File: config.mk
export PLATFORM = sky130hd
export DESIGN_NAME = mm_mem_responder
export DESIGN_NICKNAME = d
export VERILOG_FILES = /design/src/rtl/mm_mem_responder.sv
export SDC_FILE = /design/constraint.sdc
export NUM_CORES = 1
export LEC_CHECK = 0
export CAP_MARGIN = 20
export CELL_PAD_IN_SITES_DETAIL_PLACEMENT = 0
export CELL_PAD_IN_SITES_GLOBAL_PLACEMENT = 2
export CORE_MARGIN = 4
export CORE_UTILIZATION = 52
export CTS_CLUSTER_SIZE = 12
export DETAILED_ROUTE_END_ITERATION = 10
export PLACE_DENSITY_LB_ADDON = 0.1
export RECOVER_POWER = 100
export SKIP_LAST_GASP = 1
export SLEW_MARGIN = 10
export SYNTH_ARGS = -nofsm -noshare
export SYNTH_HDL_FRONTEND = slang
export SYNTH_SLANG_ARGS = --single-unit
export TNS_END_PERCENT = 30
File: constraint.sdc
create_clock -name clk -period 8.1 [get_ports clk]
set_input_delay 1.62 -clock clk [delete_from_list [all_inputs] [get_ports clk]]
set_output_delay 1.62 -clock clk [all_outputs]
set_load 0.01 [all_outputs]
File: src/rtl/mm_mem_responder.sv
// mm_mem_responder
// Per-lane operand and result memories shared between a host loader, N
// independent compute lanes (read operands, write results) and an ordered
// drain port that streams every lane's results back once all lanes finish.
module mm_mem_responder #(
    parameter  int N          = 4,
    parameter  int DW         = 2,
    parameter  int BRAM_DEPTH = 32,
    localparam int AW         = $clog2(BRAM_DEPTH),
    localparam int LW         = $clog2(N),
    localparam int RW         = 2*DW + $clog2(N)
) (
    input  logic                 clk,
    input  logic                 rst,

    input  logic                 ld_valid,
    output logic                 ld_ready,
    input  logic [LW-1:0]        ld_lane,
    input  logic [AW-1:0]        ld_addr,
    input  logic [DW-1:0]        ld_data,

    input  logic                 start,
    input  logic [AW:0]          res_count,
    output logic                 busy,
    output logic                 done,

    input  logic                 mem_rd_en [0:N-1],
    input  logic [AW-1:0]        rd_addr   [0:N-1],
    output logic [DW-1:0]        rd_data   [0:N-1],
    output logic                 rd_valid  [0:N-1],

    input  logic                 mem_wr_en [0:N-1],
    input  logic [AW-1:0]        wr_addr   [0:N-1],
    input  logic [RW-1:0]        result    [0:N-1],

    output logic                 dr_valid,
    input  logic                 dr_ready,
    output logic [RW-1:0]        dr_data,
    output logic [LW-1:0]        dr_lane,
    output logic [AW-1:0]        dr_addr,
    output logic                 dr_last
);

    typedef enum logic [1:0] {
        IDLE  = 2'd0,
        RUN   = 2'd1,
        DRAIN = 2'd2
    } state_t;

    state_t         state;
    logic [AW:0]    rc_q;
    logic [AW:0]    lane_cnt [0:N-1];
    logic           all_done;

    logic [DW-1:0]  op_mem  [0:N-1][0:BRAM_DEPTH-1];
    logic [RW-1:0]  res_mem [0:N-1][0:BRAM_DEPTH-1];

    // Drain read pointer: the next (lane, addr) to fetch from result memory.
    logic [LW-1:0]  ptr_lane;
    logic [AW-1:0]  ptr_addr;
    logic           ptr_active;
    logic           ptr_end_addr;
    logic           ptr_end_lane;

    // Fetch stage holding the word read out of result memory.
    logic           s1_valid;
    logic [RW-1:0]  s1_data;
    logic [LW-1:0]  s1_lane;
    logic [AW-1:0]  s1_addr;
    logic           s1_last;

    logic           out_en;
    logic           s1_en;
    logic           issue;
    logic           xfer_last;

    assign ld_ready     = (state == IDLE);
    assign busy         = (state != IDLE);

    assign ptr_end_addr = ({1'b0, ptr_addr} == (rc_q - (AW+1)'(1)));
    assign ptr_end_lane = (ptr_lane == LW'(N-1));

    // The output register may take a new word when empty or being accepted;
    // the fetch stage may refill whenever its word moves on.
    assign out_en       = !dr_valid || dr_ready;
    assign s1_en        = !s1_valid || out_en;
    assign issue        = (state == DRAIN) && ptr_active && s1_en;
    assign xfer_last    = dr_valid && dr_ready && dr_last;

    // Run completes once every lane has reported res_count result writes.
    always_comb begin
        all_done = 1'b1;
        for (int i = 0; i < N; i++) begin
            if (lane_cnt[i] != rc_q) begin
                all_done = 1'b0;
            end
        end
    end

    // Main control FSM: start latching, run completion, drain pointer and done pulse.
    always_ff @(posedge clk) begin
        if (!rst) begin
            state      <= IDLE;
            rc_q       <= '0;
            done       <= 1'b0;
            ptr_lane   <= '0;
            ptr_addr   <= '0;
            ptr_active <= 1'b0;
        end else begin
            done <= 1'b0;
            case (state)
                IDLE: begin
                    if (start) begin
                        state <= RUN;
                        rc_q  <= res_count;
                    end
                end
                RUN: begin
                    if (all_done) begin
                        if (rc_q == '0) begin
                            state <= IDLE;
                            done  <= 1'b1;
                        end else begin
                            state      <= DRAIN;
                            ptr_lane   <= '0;
                            ptr_addr   <= '0;
                            ptr_active <= 1'b1;
                        end
                    end
                end
                DRAIN: begin
                    if (issue) begin
                        if (ptr_end_addr) begin
                            ptr_addr <= '0;
                            if (ptr_end_lane) begin
                                ptr_active <= 1'b0;
                            end else begin
                                ptr_lane <= ptr_lane + LW'(1);
                            end
                        end else begin
                            ptr_addr <= ptr_addr + AW'(1);
                        end
                    end
                    if (xfer_last) begin
                        state      <= IDLE;
                        done       <= 1'b1;
                        ptr_active <= 1'b0;
                    end
                end
                default: begin
                    state <= IDLE;
                end
            endcase
        end
    end

    // Per-lane result counters, cleared on start and saturating at the latched count.
    always_ff @(posedge clk) begin
        for (int i = 0; i < N; i++) begin
            if (!rst) begin
                lane_cnt[i] <= '0;
            end else if (state == IDLE && start) begin
                lane_cnt[i] <= '0;
            end else if (state == RUN && mem_wr_en[i] && lane_cnt[i] != rc_q) begin
                lane_cnt[i] <= lane_cnt[i] + (AW+1)'(1);
            end
        end
    end

    // Host loads land in operand memory only while idle.
    always_ff @(posedge clk) begin
        if (rst && ld_valid && ld_ready) begin
            op_mem[ld_lane][ld_addr] <= ld_data;
        end
    end

    // Lane result writes are accepted only during a run; duplicates simply overwrite.
    always_ff @(posedge clk) begin
        for (int i = 0; i < N; i++) begin
            if (rst && state == RUN && mem_wr_en[i]) begin
                res_mem[i][wr_addr[i]] <= result[i];
            end
        end
    end

    // Lane operand read data, one-cycle latency, memory-style port without reset.
    always_ff @(posedge clk) begin
        for (int i = 0; i < N; i++) begin
            if (state == RUN && mem_rd_en[i]) begin
                rd_data[i] <= op_mem[i][rd_addr[i]];
            end
        end
    end

    // Lane read valid flags track reads accepted in the previous cycle.
    always_ff @(posedge clk) begin
        for (int i = 0; i < N; i++) begin
            if (!rst) begin
                rd_valid[i] <= 1'b0;
            end else begin
                rd_valid[i] <= (state == RUN) && mem_rd_en[i];
            end
        end
    end

    // Result memory read for the drain fetch stage, kept free of reset for BRAM mapping.
    always_ff @(posedge clk) begin
        if (issue) begin
            s1_data <= res_mem[ptr_lane][ptr_addr];
        end
    end

    // Two-stage drain pipeline with a common stall so outputs hold under backpressure.
    always_ff @(posedge clk) begin
        if (!rst) begin
            s1_valid <= 1'b0;
            s1_lane  <= '0;
            s1_addr  <= '0;
            s1_last  <= 1'b0;
            dr_valid <= 1'b0;
            dr_data  <= '0;
            dr_lane  <= '0;
            dr_addr  <= '0;
            dr_last  <= 1'b0;
        end else if (state != DRAIN) begin
            s1_valid <= 1'b0;
            dr_valid <= 1'b0;
            dr_last  <= 1'b0;
        end else begin
            if (out_en) begin
                dr_valid <= s1_valid;
                dr_data  <= s1_data;
                dr_lane  <= s1_lane;
                dr_addr  <= s1_addr;
                dr_last  <= s1_valid && s1_last;
            end
            if (s1_en) begin
                s1_valid <= issue;
                s1_lane  <= ptr_lane;
                s1_addr  <= ptr_addr;
                s1_last  <= ptr_end_addr && ptr_end_lane;
            end
        end
    end

endmodule

* After elaboration in Yosys (flattened, before gate mapping) *
Memories as Yosys holds them, arrays and structs flattened. A register that Yosys moved wholly into a read port is not among the register bits.
Index checks and enable logic that the tools add are counted.

operators by class
  $add $sub $neg = 7
  order comparisons = 15
  equality and inequality tests = 19
  muxes and demuxes = 96
  bitwise operators = 20
  reductions and logical operators = 47

operators with widths
  kind                 number
  $mux 192             4
  $demux 6 s5          4
  $mux 6               14
  $mux 64              1
  $ge 6x6->1 const B   10
  $not 5->6            10
  $bmux 2 s5           4
  $mux 2               20
  $mux 1               38
  $logic_and 1x1->1    31
  $bmux 6 s5           1
  $lt 6x1->1 const B   5
  $add 6x1->6 const B  4
  $ne 6x6->1           4
  $mux 5               4
  $ne 2x2->1 const B   7
  $reduce_and 6->1     2
  $demux 2 s5          1
  $pmux 5 s2           1
  $ne 3x3->1 const B   3
  $or 1x1->1           8
  $eq 5x6->1           1
  $logic_not 6->1      1
  $pmux 2 s3           1
  other kinds (17)     25

storage, ports and cells
  bits in registers = 59
  RAM bits = 1048
  input bits = 92
  output and inout port bits = 30
  word-level logic and storage cells = 231
  memories = 3

memories
  name      words  width  rd ports  clocked after memory_dff  wr ports  RTL line  text
  res_mem   4      192    1         1                         4         56        logic [RW-1:0] res_mem [0:N-1][0:BRAM_DEPTH-1];
  op_mem    4      64     4         0                         1         55        logic [DW-1:0] op_mem [0:N-1][0:BRAM_DEPTH-1];
  lane_cnt  4      6      4         0                         4         52        logic [AW:0] lane_cnt [0:N-1];

* Longest topological paths before layout *
  word-level depth = 9
  gate-level depth with buffers = 11
  mapped depth without buffers = 8

* Worst setup path before layout *
No wires, ideal clock.

  path kind = input-to-reg
  start = input rd_addr[0] (netlist bit)
  end = register rd_data[0] (netlist bit) (data pin)
  library setup time = 260 ps
  arrival = 3565 ps
  required time = 7840 ps
  path slack = 4276 ps
  stages = 5
  path buffers = 2
  path through = clkbuf_1 buf_2 mux4_2 mux4_2 mux2_2

on the way
  word-level cells in the longest chain between the ends = 4

RTL lines
  what                                       RTL line  text
  start, declared                            28        input logic [AW-1:0] rd_addr [0:N-1],
  $not 5->6 (not written as such)            190       rd_data[i] <= op_mem[i][rd_addr[i]];
  $bmux 2 s5                                 190
  $mux 2 (not written as such) (2 in a row)  190
  end signal, assigned by index              190
  end, declared                              29        output logic [DW-1:0] rd_data [0:N-1],

No other way between the ends. The select of a mux whose other input is x is not followed.
A chain may end at the register's enable or synchronous reset.

==> flow_metrics.env <==
export IMPL_syn_inst=2355
export IMPL_grt_pass1_wl_um=179000
export IMPL_finalSetupViolations=0
export IMPL_fp_dieW_um=300
export IMPL_post_cts_buffers=0
export IMPL_cp_slowest_cell="dfxtp_1"
export IMPL_ys_flop_type="edfxtp_1"
export IMPL_synth_ff_latch_count=1109
export IMPL_cp_start_kind="flip-flop"
export IMPL_grt_use_total_pct=28.7
export IMPL_grt_max_degree=103
export IMPL_status="finished with violations"
export IMPL_powerDensity_nw_per_um2=229
export IMPL_fin_cells=3722
export IMPL_path_class="reg2reg"
export IMPL_fmax_mhz=175
export IMPL_synth_avg_cell_area_sq_um=18.9
export IMPL_final_min_clock_period_ps=5710
export IMPL_numCtsBuffers=111
export IMPL_antenna_found_initial=3
export IMPL_cts_reportedPaths_clkPinSlew_ps=60
export IMPL_maxCapViolations=31
export IMPL_drtIter0Drc=3457
export IMPL_relSlewSlack_pct=-128
export IMPL_syn_to_final_growth_pct=12.2
export IMPL_dieArea_sq_um=90300
export IMPL_drt_pass1_iter_count=7
export IMPL_ir_drop_mv=0.169
export IMPL_drive_gt1_share_pct=19.2
export IMPL_grt_overflow=0
export IMPL_layout_commonest_cell="edfxtp_1"
export IMPL_cpLargestDelayFamily="flip-flops"
export IMPL_yosys_cell_types_count=63
export IMPL_crit_fanout=41
export IMPL_highest_layer="met5"
export IMPL_drc=0
export IMPL_diodes=0
export IMPL_ff2ff_path_depth=6
export IMPL_arrival_ps=6100
export IMPL_slew_viol_final=1126
export IMPL_initial_core_util_pct=52.8
export IMPL_routed_wl_um=129000
export IMPL_vias=24100
export IMPL_cts_resized=0
export IMPL_placed_cells_incl_taps=3539
export IMPL_cts_tree="done"
export IMPL_viasPerCell=6.47
export IMPL_async_reset_ff_share_pct=0
export IMPL_yosysWarnings=0
export IMPL_end_kind="flip-flop"
export IMPL_rr_endpoint="s1_data[1]$_DFFE_PP_"
export IMPL_worst_slack_ps=2390
export IMPL_antenna_left=0
export IMPL_violations="capacitance limit, slew limit"
export IMPL_hp_class="reg2reg"
export IMPL_fin_nets=2623
export IMPL_tns_ps=0
export IMPL_crit_chain="clkbuf_2 -> mux4_2 -> mux4_2 -> o311ai_0 -> nor2_1 -> a221o_1"
export IMPL_cpMostUsedCell="mux4_2"
export IMPL_ys_seq_area_share_pct=73.8
export IMPL_rows=106
export IMPL_wire_per_inst_um=34.7
export IMPL_clk_latency_ps=670
export IMPL_worst_path_stages=6
export IMPL_critical_path_buf_inv_count=1
export IMPL_wl_met2_um=63200
export IMPL_power_leakage_uw=0.0151
export IMPL_worstMarginPinSlew_ps=3420
export IMPL_coreArea_sq_um=84200
export IMPL_ctsHoldBuffers=0
export IMPL_crit_required_ps=8490
export IMPL_synth_fp_nets=2457
export IMPL_finalCritPeriodShare_pct=70.5
export IMPL_final_util_pct=59.3
export IMPL_met1Wirelength_um=47700
export IMPL_dp_slack_ps=2700
export IMPL_clockBufferDepth=3
export IMPL_htreeDepth=3
export IMPL_die_h_um=300
export IMPL_finalHoldViolCount=0
export IMPL_ios=122
export IMPL_r2r_slack_ps=2390
export IMPL_wl_met3_um=12800
export IMPL_grt_pass1_vias=23900
export IMPL_place_gp_congestion=0.875
export IMPL_root_buffer="clkbuf_16"
export IMPL_rsz0062_at_grt="false"
export IMPL_clock_skew_final_ps=30.4
export IMPL_mostFrequentLayoutCells="edfxtp_1 (1062), nor2_1 (317), mux4_2 (299)"
export IMPL_port_buffers=121
export IMPL_clock_sinks=1109
export IMPL_slowest_delay_ps=1610
export IMPL_crit_path_end="s1_data[1]$_DFFE_PP_"
export IMPL_synth_area_sq_um=44500
export IMPL_synth_edf_count=1062
export IMPL_place_hpwl_um=78000
export IMPL_fillCellCount=6223
-- worst min path at each step --
stage                            startpoint                 endpoint  slack (ps)  cells past startpoint
finish              dr_addr[4]$_SDFFE_PN0P_  dr_addr[4]$_SDFFE_PN0P_         460                      2
global route        dr_addr[1]$_SDFFE_PN0P_  dr_addr[1]$_SDFFE_PN0P_         480                      2
CTS                 s1_addr[0]$_SDFFE_PN0P_  s1_addr[0]$_SDFFE_PN0P_         460                      2
detailed placement  s1_addr[0]$_SDFFE_PN0P_  s1_addr[0]$_SDFFE_PN0P_         450                      2
global placement    s1_addr[2]$_SDFFE_PN0P_  dr_addr[2]$_SDFFE_PN0P_         450                      2
floorplan           s1_addr[0]$_SDFFE_PN0P_  dr_addr[0]$_SDFFE_PN0P_         430                      2
-- cells in the mapped netlist, types with 14 or more instances --
master	count	area share, %
clkbuf_1	55	0.46
xor2_1	30	0.59
mux4_2	299	15
nor2_1	317	2.7
edfxtp_1	1062	72
mux2i_1	25	0.56
a21oi_1	46	0.52
xnor2_1	15	0.30
nand3_1	30	0.34
nand2_1	152	1.3
buf_2	32	0.36
inv_1	15	0.13
buf_1	16	0.14
nand3b_1	14	0.24
dfxtp_1	47	2.1
-- kinds of logic after synthesis --
| kind of cell | share of synthesized area [%] |
|---|---|
| multiplexers | 16.0 |
| AO/OA/AOI/OAI | 1.70 |
| adder cells (fa/ha/maj) | 0.281 |
| buffers and inverters | 1.36 |
| AND/OR/NAND/NOR | 5.91 |
| XOR/XNOR | 0.886 |
| flip-flops | 73.8 |
-- layer usage --
layer / GRT usage, % / vias to the layer above
met1: 38.6 / 12500
met5: 0 / -
met2: 47.4 / 1571
met3: 5.18 / 253
met4: 10.9 / 2
li1: - / 9750
-- area by class of cell --
class	instances	area, sq um	share of cell area, %
Timing Repair Buffer	170	1350	2.71
Multi-Input combinational cell	1113	11000	22.1
Inverter	16	60.1	0.120
Clock buffer	139	2900	5.80
Sequential cell	1109	32800	65.8
Tap cell	1134	1420	2.84
Clock inverter	41	322	0.644
-- worst reg2reg max path, stage by stage, from the launching register on --
cell and delay [ps]:
dfxtp_1 1610, clkbuf_2 1320, mux4_2 770, mux4_2 490, o311ai_0 640, nor2_1 210
a221o_1 380
-- through the flow --
step                      instance area, sq um  hold slack, ps  power (uW)
after floorplan                          44500             432        6620
after global placement                   46800             448        6910
after detailed placement                 46800             452        6920
after CTS                                50100             461       11500
after global routing                     49900             478       11800
final                                    49900             456       11500
-- power by group --
| group | internal, uW | leakage (uW) | switching [uW] | total [uW] |
|---|---|---|---|---|
| Clock | 2600 | 0.00157 | 2050 | 4650 |
| Sequential | 6320 | 0.00997 | 26.6 | 6350 |
| Combinational | 131 | 0.00360 | 326 | 458 |
-- flip-flops by register name, indices dropped and copies added (netlist names), 4 cells and up, named ones only --
signal / cells
dr_data: 6
rd_data: 8
rc_q: 6
rd_valid: 4
s1_data: 6
dr_addr: 5
op_mem: 256
res_mem: 768
lane_cnt: 24
ptr_addr: 5
s1_addr: 5
Note: power is estimated with default switching activity, not from simulation.
